## src/rtl/alu_pkg.sv

```systemverilog
// Shared opcode constants, FSM state type and latency helper for the sequential ALU.
package alu_pkg;

   localparam int OP_ADD   = 1;
   localparam int OP_SUB   = 2;
   localparam int OP_MUL   = 3;
   localparam int OP_MOD   = 4;
   localparam int OP_PASSA = 5;
   localparam int OP_PASSB = 6;
   localparam int OP_INCA  = 7;
   localparam int OP_DECA  = 8;
   localparam int OP_CLR   = 9;
   localparam int OP_DIV   = 10;

   typedef enum logic [1:0] {
      ST_IDLE  = 2'd0,
      ST_EXEC1 = 2'd1,
      ST_ITER  = 2'd2,
      ST_FIN   = 2'd3
   } alu_state_t;

   // Cycles busy stays high after accept; a zero divisor short-circuits to one cycle.
   function automatic int op_latency(input int op, input logic b_zero, input int width);
      int lat;
      lat = 1;
      if (op == OP_MUL) lat = width + 1;
      else if ((op == OP_DIV || op == OP_MOD) && !b_zero) lat = width + 1;
      return lat;
   endfunction

endpackage

```

## src/rtl/alu_seq_if.sv

```systemverilog
// Request/result bundle of the sequential ALU; the ALU sits on the slave modport.
interface alu_seq_if #(
   parameter int WIDTH = 32,
   parameter int CW    = 4
);
   import alu_pkg::*;

   // enable is the request and !busy the ready: an operation is accepted on the
   // rising edge where both hold; control/a_bus/b_bus are only sampled on that edge.
   logic             enable;
   logic [CW-1:0]    control;
   logic [WIDTH-1:0] a_bus;
   logic [WIDTH-1:0] b_bus;
   logic [WIDTH-1:0] c_bus;
   logic [WIDTH-1:0] c_hi;
   logic             z_flag;
   logic             dz_flag;
   logic             busy;
   logic             done;
   alu_state_t       state_dbg;

   modport master (
      output enable, control, a_bus, b_bus,
      input  c_bus, c_hi, z_flag, dz_flag, busy, done, state_dbg
   );

   modport slave (
      input  enable, control, a_bus, b_bus,
      output c_bus, c_hi, z_flag, dz_flag, busy, done, state_dbg
   );

endinterface

```

## src/rtl/alu_iter_unit.sv

```systemverilog
// Bit-serial datapath: shift-add multiply and restoring divide, one bit per step.
module alu_iter_unit #(
   parameter int WIDTH = 32
) (
   input  logic             clk,
   input  logic             rst_n,
   input  logic             start,
   input  logic             div_mode,
   input  logic             step,
   input  logic [WIDTH-1:0] op_a,
   input  logic [WIDTH-1:0] op_b,
   output logic [WIDTH-1:0] out_hi,
   output logic [WIDTH-1:0] out_lo
);

   // hi_q: partial product / remainder; lo_q: multiplier / dividend becoming quotient.
   logic [WIDTH-1:0] hi_q, lo_q, opd_q;
   logic             mode_q;
   logic [WIDTH:0]   sum, shifted;
   logic [WIDTH-1:0] diff;
   logic             fits;

   always_comb begin
      sum     = {1'b0, hi_q} + {1'b0, opd_q};
      shifted = {hi_q, lo_q[WIDTH-1]};
      fits    = (shifted >= {1'b0, opd_q});
      diff    = shifted[WIDTH-1:0] - opd_q;
   end

   always_ff @(posedge clk or negedge rst_n) begin
      if (!rst_n) begin
         hi_q   <= '0;
         lo_q   <= '0;
         opd_q  <= '0;
         mode_q <= 1'b0;
      end else if (start) begin
         hi_q   <= '0;
         lo_q   <= div_mode ? op_a : op_b;
         opd_q  <= div_mode ? op_b : op_a;
         mode_q <= div_mode;
      end else if (step) begin
         if (mode_q) begin
            hi_q <= fits ? diff : shifted[WIDTH-1:0];
            lo_q <= {lo_q[WIDTH-2:0], fits};
         end else if (lo_q[0]) begin
            hi_q <= sum[WIDTH:1];
            lo_q <= {sum[0], lo_q[WIDTH-1:1]};
         end else begin
            hi_q <= {1'b0, hi_q[WIDTH-1:1]};
            lo_q <= {hi_q[0], lo_q[WIDTH-1:1]};
         end
      end
   end

   assign out_hi = hi_q;
   assign out_lo = lo_q;

endmodule

```

## src/rtl/alu_seq.sv

```systemverilog
// Sequential ALU top: control FSM, single-cycle ops and registered results.
module alu_seq
   import alu_pkg::*;
#(
   parameter int WIDTH = 32,
   parameter int CW    = 4
) (
   input logic      clk,
   input logic      rst_n,
   alu_seq_if.slave bus
);

   localparam int CTRW = $clog2(WIDTH);

   alu_state_t       state, state_nxt;
   logic [CTRW-1:0]  ctr;
   logic [CW-1:0]    op_q;
   logic [WIDTH-1:0] a_q, b_q, c_bus_q, c_hi_q;
   logic             z_q, dz_q, busy_q, done_q;
   logic             accept, iter_op;
   logic [WIDTH-1:0] iter_hi, iter_lo, res_lo, res_hi;
   logic             wr_res, res_dz;

   assign accept  = bus.enable && !busy_q;
   assign iter_op = op_latency(int'(bus.control), (bus.b_bus == '0), WIDTH) > 1;

   alu_iter_unit #(.WIDTH(WIDTH)) u_iter (
      .clk      (clk),
      .rst_n    (rst_n),
      .start    (accept && iter_op),
      .div_mode (bus.control != CW'(OP_MUL)),
      .step     (state == ST_ITER),
      .op_a     (bus.a_bus),
      .op_b     (bus.b_bus),
      .out_hi   (iter_hi),
      .out_lo   (iter_lo)
   );

   always_ff @(posedge clk or negedge rst_n) begin
      if (!rst_n) state <= ST_IDLE;
      else        state <= state_nxt;
   end

   always_comb begin
      state_nxt = state;
      case (state)
         ST_IDLE: if (accept) state_nxt = iter_op ? ST_ITER : ST_EXEC1;
         ST_ITER: if (ctr == '0) state_nxt = ST_FIN;
         default: state_nxt = accept ? (iter_op ? ST_ITER : ST_EXEC1) : ST_IDLE;
      endcase
   end

   // Result selection on the completion cycle; illegal opcodes write nothing but dz.
   always_comb begin
      wr_res = 1'b0;
      res_lo = '0;
      res_hi = '0;
      res_dz = 1'b0;
      if (state == ST_FIN) begin
         wr_res = 1'b1;
         if (op_q == CW'(OP_MUL)) begin
            res_hi = iter_hi;
            res_lo = iter_lo;
         end else if (op_q == CW'(OP_DIV)) res_lo = iter_lo;
         else res_lo = iter_hi;
      end else if (state == ST_EXEC1) begin
         wr_res = 1'b1;
         case (op_q)
            CW'(OP_ADD):   res_lo = a_q + b_q;
            CW'(OP_SUB):   res_lo = a_q - b_q;
            CW'(OP_PASSA): res_lo = a_q;
            CW'(OP_PASSB): res_lo = b_q;
            CW'(OP_INCA):  res_lo = a_q + WIDTH'(1);
            CW'(OP_DECA):  res_lo = a_q - WIDTH'(1);
            CW'(OP_CLR):   res_lo = '0;
            CW'(OP_DIV):   begin res_lo = '1; res_dz = 1'b1; end
            CW'(OP_MOD):   begin res_lo = '0; res_dz = 1'b1; end
            default:       wr_res = 1'b0;
         endcase
      end
   end

   always_ff @(posedge clk or negedge rst_n) begin
      if (!rst_n) begin
         ctr     <= '0;
         op_q    <= '0;
         a_q     <= '0;
         b_q     <= '0;
         c_bus_q <= '0;
         c_hi_q  <= '0;
         z_q     <= 1'b1;
         dz_q    <= 1'b0;
         busy_q  <= 1'b0;
         done_q  <= 1'b0;
      end else begin
         done_q <= 1'b0;
         if (accept) begin
            op_q   <= bus.control;
            a_q    <= bus.a_bus;
            b_q    <= bus.b_bus;
            busy_q <= 1'b1;
            ctr    <= iter_op ? CTRW'(WIDTH - 1) : '0;
         end else if (state == ST_ITER && ctr != '0) begin
            ctr <= ctr - CTRW'(1);
         end
         if (state == ST_EXEC1 || state == ST_FIN) begin
            busy_q <= 1'b0;
            done_q <= 1'b1;
            dz_q   <= res_dz;
            if (wr_res) begin
               c_bus_q <= res_lo;
               c_hi_q  <= res_hi;
               z_q     <= (res_lo == '0);
            end
         end
      end
   end

   assign bus.c_bus     = c_bus_q;
   assign bus.c_hi      = c_hi_q;
   assign bus.z_flag    = z_q;
   assign bus.dz_flag   = dz_q;
   assign bus.busy      = busy_q;
   assign bus.done      = done_q;
   assign bus.state_dbg = state;

endmodule
```

## src/flat_wrapper.sv

```systemverilog
// flat-port wrapper written by rule: the top's interface ports become plain ports
module alu_seq_flat import alu_pkg::*;
#(
   parameter int WIDTH = 32,
   parameter int CW    = 4
)
  (clk, rst_n, bus_enable, bus_control, bus_a_bus, bus_b_bus, bus_c_bus, bus_c_hi, bus_z_flag, bus_dz_flag, bus_busy, bus_done, bus_state_dbg);
  alu_seq_if #(.WIDTH(WIDTH), .CW(CW)) bus_i ();
  input logic clk;
  input logic rst_n;
  input wire logic [$bits(bus_i.enable)-1:0] bus_enable;
  input wire logic [$bits(bus_i.control)-1:0] bus_control;
  input wire logic [$bits(bus_i.a_bus)-1:0] bus_a_bus;
  input wire logic [$bits(bus_i.b_bus)-1:0] bus_b_bus;
  output wire logic [$bits(bus_i.c_bus)-1:0] bus_c_bus;
  output wire logic [$bits(bus_i.c_hi)-1:0] bus_c_hi;
  output wire logic [$bits(bus_i.z_flag)-1:0] bus_z_flag;
  output wire logic [$bits(bus_i.dz_flag)-1:0] bus_dz_flag;
  output wire logic [$bits(bus_i.busy)-1:0] bus_busy;
  output wire logic [$bits(bus_i.done)-1:0] bus_done;
  output wire logic [$bits(bus_i.state_dbg)-1:0] bus_state_dbg;
  assign bus_i.enable = bus_enable;
  assign bus_i.control = bus_control;
  assign bus_i.a_bus = bus_a_bus;
  assign bus_i.b_bus = bus_b_bus;
  assign bus_c_bus = bus_i.c_bus;
  assign bus_c_hi = bus_i.c_hi;
  assign bus_z_flag = bus_i.z_flag;
  assign bus_dz_flag = bus_i.dz_flag;
  assign bus_busy = bus_i.busy;
  assign bus_done = bus_i.done;
  assign bus_state_dbg = bus_i.state_dbg;
  alu_seq #(.WIDTH(WIDTH), .CW(CW)) u_core (.clk(clk), .rst_n(rst_n), .bus(bus_i));
endmodule
```

## config.mk

```make
export PLATFORM = sky130hd
export DESIGN_NAME = alu_seq_flat
export DESIGN_NICKNAME = d
export VERILOG_FILES = /design/src/rtl/alu_pkg.sv /design/src/rtl/alu_seq_if.sv /design/src/rtl/alu_iter_unit.sv /design/src/rtl/alu_seq.sv /design/src/flat_wrapper.sv
export SDC_FILE = /design/constraint.sdc
export NUM_CORES = 1
export LEC_CHECK = 0
export CAP_MARGIN = 20
export CORE_MARGIN = 4
export CORE_UTILIZATION = 45
export DETAILED_ROUTE_END_ITERATION = 7
export PLACE_DENSITY = 0.66
export RECOVER_POWER = 100
export SYNTH_ARGS = -nofsm -noshare
export SYNTH_HDL_FRONTEND = slang
export SYNTH_HIERARCHICAL = 1
export SYNTH_SLANG_ARGS = --single-unit
export TNS_END_PERCENT = 10
```

## constraint.sdc

```tcl
create_clock -name clk -period 5.55 [get_ports clk]
set_input_delay 0.555 -clock clk [delete_from_list [all_inputs] [get_ports clk]]
set_output_delay 0.555 -clock clk [all_outputs]
set_load 0.05 [all_outputs]
```

* Word-level counts from Yosys, hierarchy flattened *
Cells that the tools add are included.

word-level totals
  bits in registers = 240
  bits in latches = 0
  memory bits (writable) = 0
  memory bits (read-only) = 0
  bits of input ports = 71
  output and inout bits = 70
  word-level logic and storage cells = 100
  memories kept = 0

cells by class
  add/subtract/negate cells = 7
  multipliers = 0
  divide/modulo/power cells = 0
  magnitude comparators = 2
  equality and inequality tests = 19
  shifts and indexed selects = 0
  mux-type cells = 37
  bitwise logic cells = 0
  reduce and logical (&&, ||, !) cells = 20

operators by type and width
  kind                   count
  $mux 32                17
  $pmux 32 s7            1
  $logic_not 32->1       2
  $sub 32x32->32         2
  $add 32x32->33         1
  $ge 33x32->1           1
  $add 32x1->32 const B  1
  $add 32x32->32         1
  $sub 32x1->32 const B  1
  $eq 4x3->1 const B     5
  $eq 4x4->1 const B     5
  $mux 5                 3
  $mux 6                 2
  $mux 1                 9
  $reduce_or 9->1        1
  $eq 4x2->1 const B     2
  $mux 2                 4
  $gt 6x1->1 const B     1
  $reduce_bool 2->1      3
  $logic_not 5->1        1
  $reduce_bool 5->1      1
  $sub 5x1->5 const B    1
  $eq 2x2->1 const B     2
  $eq 4x1->1 const B     1
  other kinds (10)       17

* Logic depth before layout (Yosys ltp) *
  depth after elaboration = 9
  gate-level depth with buffers = 22
  depth with buffers taken out = 21

* Modules after synthesis *
Netlist, hierarchy kept.

by module, submodules not included
  module         times used  cells each  area an instance (µm²)  seq. area each (µm²)
  alu_seq        1           1237        9887.0                  3579.7
  alu_iter_unit  1           1179        9387.8                  2427.3

* Least setup slack after synthesis *
No wires, ideal clock.

  path kind = flip-flop to flip-flop
  start = register u_core.b_q[2]
  end = register u_core.z_q (netlist: u_core/bus.z_flag)
  setup time = 0.063 ns
  data arrival time = 5.123 ns
  data required time = 5.487 ns
  path slack = 0.364 ns
  stages on the path, launching flop included = 22
  buffers on the path = 1
  clock period less this slack = 5.186 ns
  path through = dfrtp_1 clkbuf_1 or3_1 nor4_1 nand2_1 nor3_2 nand2_1 or3_1 or3_1 o21ai_1 a221oi_1 ha_1 a21oi_1 nand2_1 or4_1 o32ai_1 xor2_1 o221ai_1 a211oi_1 and4_1 and4_1 a32o_1

between the ends
  word-level cells in the longest chain between the ends = 5
  elaborated cells on any way between the ends = 6
  classes of those cells = add/sub (2); mux (3); reduce/logical (1)

RTL lines
  item                                                     line                          RTL
  from (decl)                                              alu_seq.sv:18                 logic [WIDTH-1:0] a_q, b_q, c_bus_q, c_hi_q;
  from (signal assigned)                                   alu_seq.sv:100                b_q <= bus.b_bus;
  $sub 32x32->32 / $add 32x32->32 (equally long branches)  alu_seq.sv:70, alu_seq.sv:69
  $pmux 32 s7 *                                            alu_seq.sv:68                 case (op_q)
  $mux 32 *                                                alu_seq.sv:66                 end else if (state == ST_EXEC1) begin
  $mux 32 *                                                alu_seq.sv:59                 if (state == ST_FIN) begin
  $logic_not 32->1 *                                       alu_seq.sv:113                z_q <= (res_lo == '0);
  to (signal assigned)                                     alu_seq.sv:113
  to (decl)                                                alu_seq.sv:19                 logic z_q, dz_q, busy_q, done_q;

Mark *: on every way between the ends. The rest lies on a longest branch, timed or not.
A chain may end at the register's enable or synchronous reset.

* Final worst setup path *
  start = register u_core.b_q[0]
  end = register u_core.z_q (netlist: u_core/bus.z_flag)

Same word-level chain as after synthesis.

==> results.toml <==
[power]
power.density_cell_area_nw_per_um2 = 785
cellLeakagePower_uw = 0.0105
max-vdd-ir-drop_v = 0.000433

[clock_network]
worstSkewPairLatency_ns = 0.58
clkSlewWorstSetupHoldPaths_ns = 0.06
clockBufferDepth = 3
cts_inserted_buffers = 28
cts_tree = "done"
cts.htree.levels = 1
clock-sinks = 240
clock-root-buffer = "clkbuf_16"

[sta]
slew_violations = 437
maxSlewHeadroom_pct = -112
fmax_mhz = 188
fin_tns_setup_ns = 0
setup_violations = 0
finalClockSkew_ns = 0.0226
unrepaired_setup_endpoints_after_global_routing = "no"
hold_violations = 0
fin_crit_sh_pct = 95.8
tightestPinTransition_ns = 3.18
hold-worst-slack_ns = 0.469
period_minus_slack_ns = 5.32

[yosys]
netlist_instances = 2416
netlist-cell-type-count = 102
post_synth_instance_area_sq_um = 19300
synthesis.nets = 2588
number_of_register_bits_inferred_by_synthesis = 240
asyncSetResetFlopFracSynth_pct = 100
ys_dominant_reg_cell = "dfrtp_1"
yosys_warnings = 6
average_cell_area_after_synthesis_sq_um = 7.98
synth_enable_flop_cells = 0
synth_seq_area_share_pct = 31.2

[final_layout]
layout_common_cells = "nand2_1 (386), a21oi_1 (275), dfrtp_1 (238)"
layout.nets = 2660
final_layout_size_suffix_gt1_share_pct = 6.49
flow.area_growth_from_synthesis_pct = 14.8
antenna_cells_inserted = 0
final.fill_count = 4035
mostFrequentLayoutCell = "nand2_1"

[global_route]
groute.usage.overall_pct = 28.9
grt_antenna_before_repair = 2
grt_remaining_overflow = 0
pin_count_of_the_biggest_net_entering_global_routing = 109
first_pass_grt_wire_length_mm = 108
first_global_vias = 18312

[worst_setup_path]
crit_type = "flip-flop to flip-flop"
cp.arrival_ns = 5.84
cp_slowest_stage_delay_ns = 0.75
crit_fanout = 9
critical_path.endpoint_type = "flip-flop"
cp_cell_sequence = "inv_1 > ha_1 > or4b_1 > nor4_2 > nand2b_1 > or3_1 > nand2b_1 > a21oi_1 > a21oi_1 > nor2_1 > ha_1 > buf_4 > and3_1 > and2_0 > a211o_1 > xor2_1 > a2111oi_0 > and4_1 > and4_1 > a32o_1"
timing.critical_path.from_type = "flip-flop"
cp_slowest_cell = "a2111oi_0"
required_ns = 6.07

[floorplan]
io_pins = 141
initial_core_util_pct = 45.7
die_footprint_sq_um = 46200
fp.dieH_um = 215
dieWidth_um = 215
num_rows = 75
fp.coreArea_sq_um = 42100

[routing]
vias_per_std_cell = 6.28
route.detailed.wl_per_inst_um = 22.7
dr.pass1.iters = 5
postRouteAntennaNets = 0
drt-total-wl_mm = 69.1
drc = 0
vias = 19158
drt_iter0_drc = 2164

[outcome]
violations = "max-capacitance violations, max-slew violations"
run_status = "finished with violations"

[job]
max_cap_viol_count = 8

[placed_design]
detailed_place_hpwl_mm = 51.8
number_of_port_buffers = 140
gp_congestion = 0.959

[worst_hold_path]
hold_path.class = "flip-flop to flip-flop"
## synth_stat cells, drive strengths merged (21+ instances only)
master,n,share of area (%)
nor2b,29,0.94
dfrtp,239,31
inv,62,1.2
nand3,39,1.0
nor2,211,4.1
o22ai,21,0.68
xor2,34,1.5
nor3,32,0.97
a31oi,44,1.4
o21ai,139,3.6
xnor2,57,2.6
nand2,387,7.5
a21o,57,2.2
nand4,26,0.84
clkbuf,127,2.5
mux2i,143,7.4
a21oi,276,7.3
ha,98,6.4
a22o,42,1.9
buf,41,1.1
and3,21,0.68
## flip-flops by register name, summed over array words and instances, names as in the netlist
signal and count:
u_core/u_iter/mode_q 1, u_core/bus.done 1, u_core/bus.c_hi 32, u_core/bus.z_flag 1, u_core/bus.dz_flag 1, u_core/a_q 32, u_core/u_iter/opd_q 32, u_core/bus.c_bus 32
u_core/bus.state_dbg 2, u_core/u_iter/out_hi 32, u_core/bus.busy 1, u_core/b_q 32, u_core/op_q 4, u_core/ctr 5, u_core/u_iter/out_lo 32
## power breakdown
group          switching [uW]  internal (uW)
sequential               1100           2450
combinational            7200           4630
clock                     799           1190
total                    9100           8270
## cell families (layout without fill, tap and decap cells)
| family | after synthesis | after routing | share of synthesized area (%) |
|---|---|---|---|
| AO/OA/AOI/OAI | 754 | 754 | 25.2 |
| buffers and inverters | 230 | 324 | 4.84 |
| adder cells (fa/ha/maj) | 101 | 101 | 6.67 |
| XOR/XNOR | 91 | 91 | 4.14 |
| flip-flops | 240 | 240 | 31.2 |
| AND/OR/NAND/NOR | 853 | 853 | 20.3 |
| multiplexers | 147 | 147 | 7.66 |
## stage by stage
step / setup slack, ns / util (%) / power [uW] / cells / instance area, sq um
global route: 0.00736 / 52.5 / 18700 / 3049 / 22100
CTS: 0.137 / 52.7 / 17300 / 3049 / 22200
global placement: 0.241 / 50.4 / 15000 / 2997 / 21200
detailed placement: 0.167 / 50.4 / 15200 / 2997 / 21200
floorplan: 0.364 / - / 11800 / 2416 / 19300
finish: 0.232 / 52.5 / 17400 / 3049 / 22100
## worst paths after layout
kind / startpoint / to / slack [ns] / depth (start not counted)
min: u_core/bus.c_bus[9]$_DFFE_PN0P_ / u_core/bus.c_bus[9]$_DFFE_PN0P_ / 0.47 / 2
max in group asynchronous: rst_n / u_core/u_iter/mode_q$_DFFE_PN0P_ / 1.73 / 2
max: u_core/b_q[0]$_DFFE_PN0P_ / u_core/bus.z_flag$_DFFE_PN1P_ / 0.23 / 20
min in group asynchronous: rst_n / u_core/bus.state_dbg[1]$_DFFE_PN0P_ / 0.80 / 1
min reg2reg: u_core/bus.c_bus[9]$_DFFE_PN0P_ / u_core/bus.c_bus[9]$_DFFE_PN0P_ / 0.47 / 2
max reg2reg: u_core/b_q[0]$_DFFE_PN0P_ / u_core/bus.z_flag$_DFFE_PN1P_ / 0.23 / 20
## layer usage
metal | up-vias | track usage (%) | share of wire [%]
met5 | - | 0 | 0
met4 | 0 | 9.53 | 3.4
met3 | 144 | 4.49 | 8.5
met2 | 882 | 44.8 | 44
met1 | 9248 | 41.4 | 44
li1 | 8884 | - | -
## worst max-delay path, delay by kind of cell, from the launching register on
family,cells,cell delay [ns]
buffers and inverters,2,0.29
adder cells (fa/ha/maj),2,0.46
flip-flops,1,0.39
AO/OA/AOI/OAI,5,1.47
XOR/XNOR,1,0.17
AND/OR/NAND/NOR,10,2.48
## cell type report
type / count / area (sq um) / share of cell area (%)
Clock buffer: 39 / 833 / 3.77
Multi-Input combinational cell: 1946 / 12400 / 55.9
Tap cell: 539 / 674 / 3.05
Sequential cell: 240 / 6010 / 27.2
Clock inverter: 13 / 154 / 0.695
Inverter: 62 / 235 / 1.06
Timing Repair Buffer: 210 / 1850 / 8.38
## timing repair
| action | 4_1_cts | 5_1_grt |
|---|---|---|
| gates resized for setup | 0 | 8 |
| endpoints found under the hold margin | 0 | 0 |
| hold buffers | 0 | 0 |
| setup buffers | 0 | 0 |
| endpoints found under the setup margin | 0 | 1 |
Note: power is estimated with default switching activity, not from simulation.
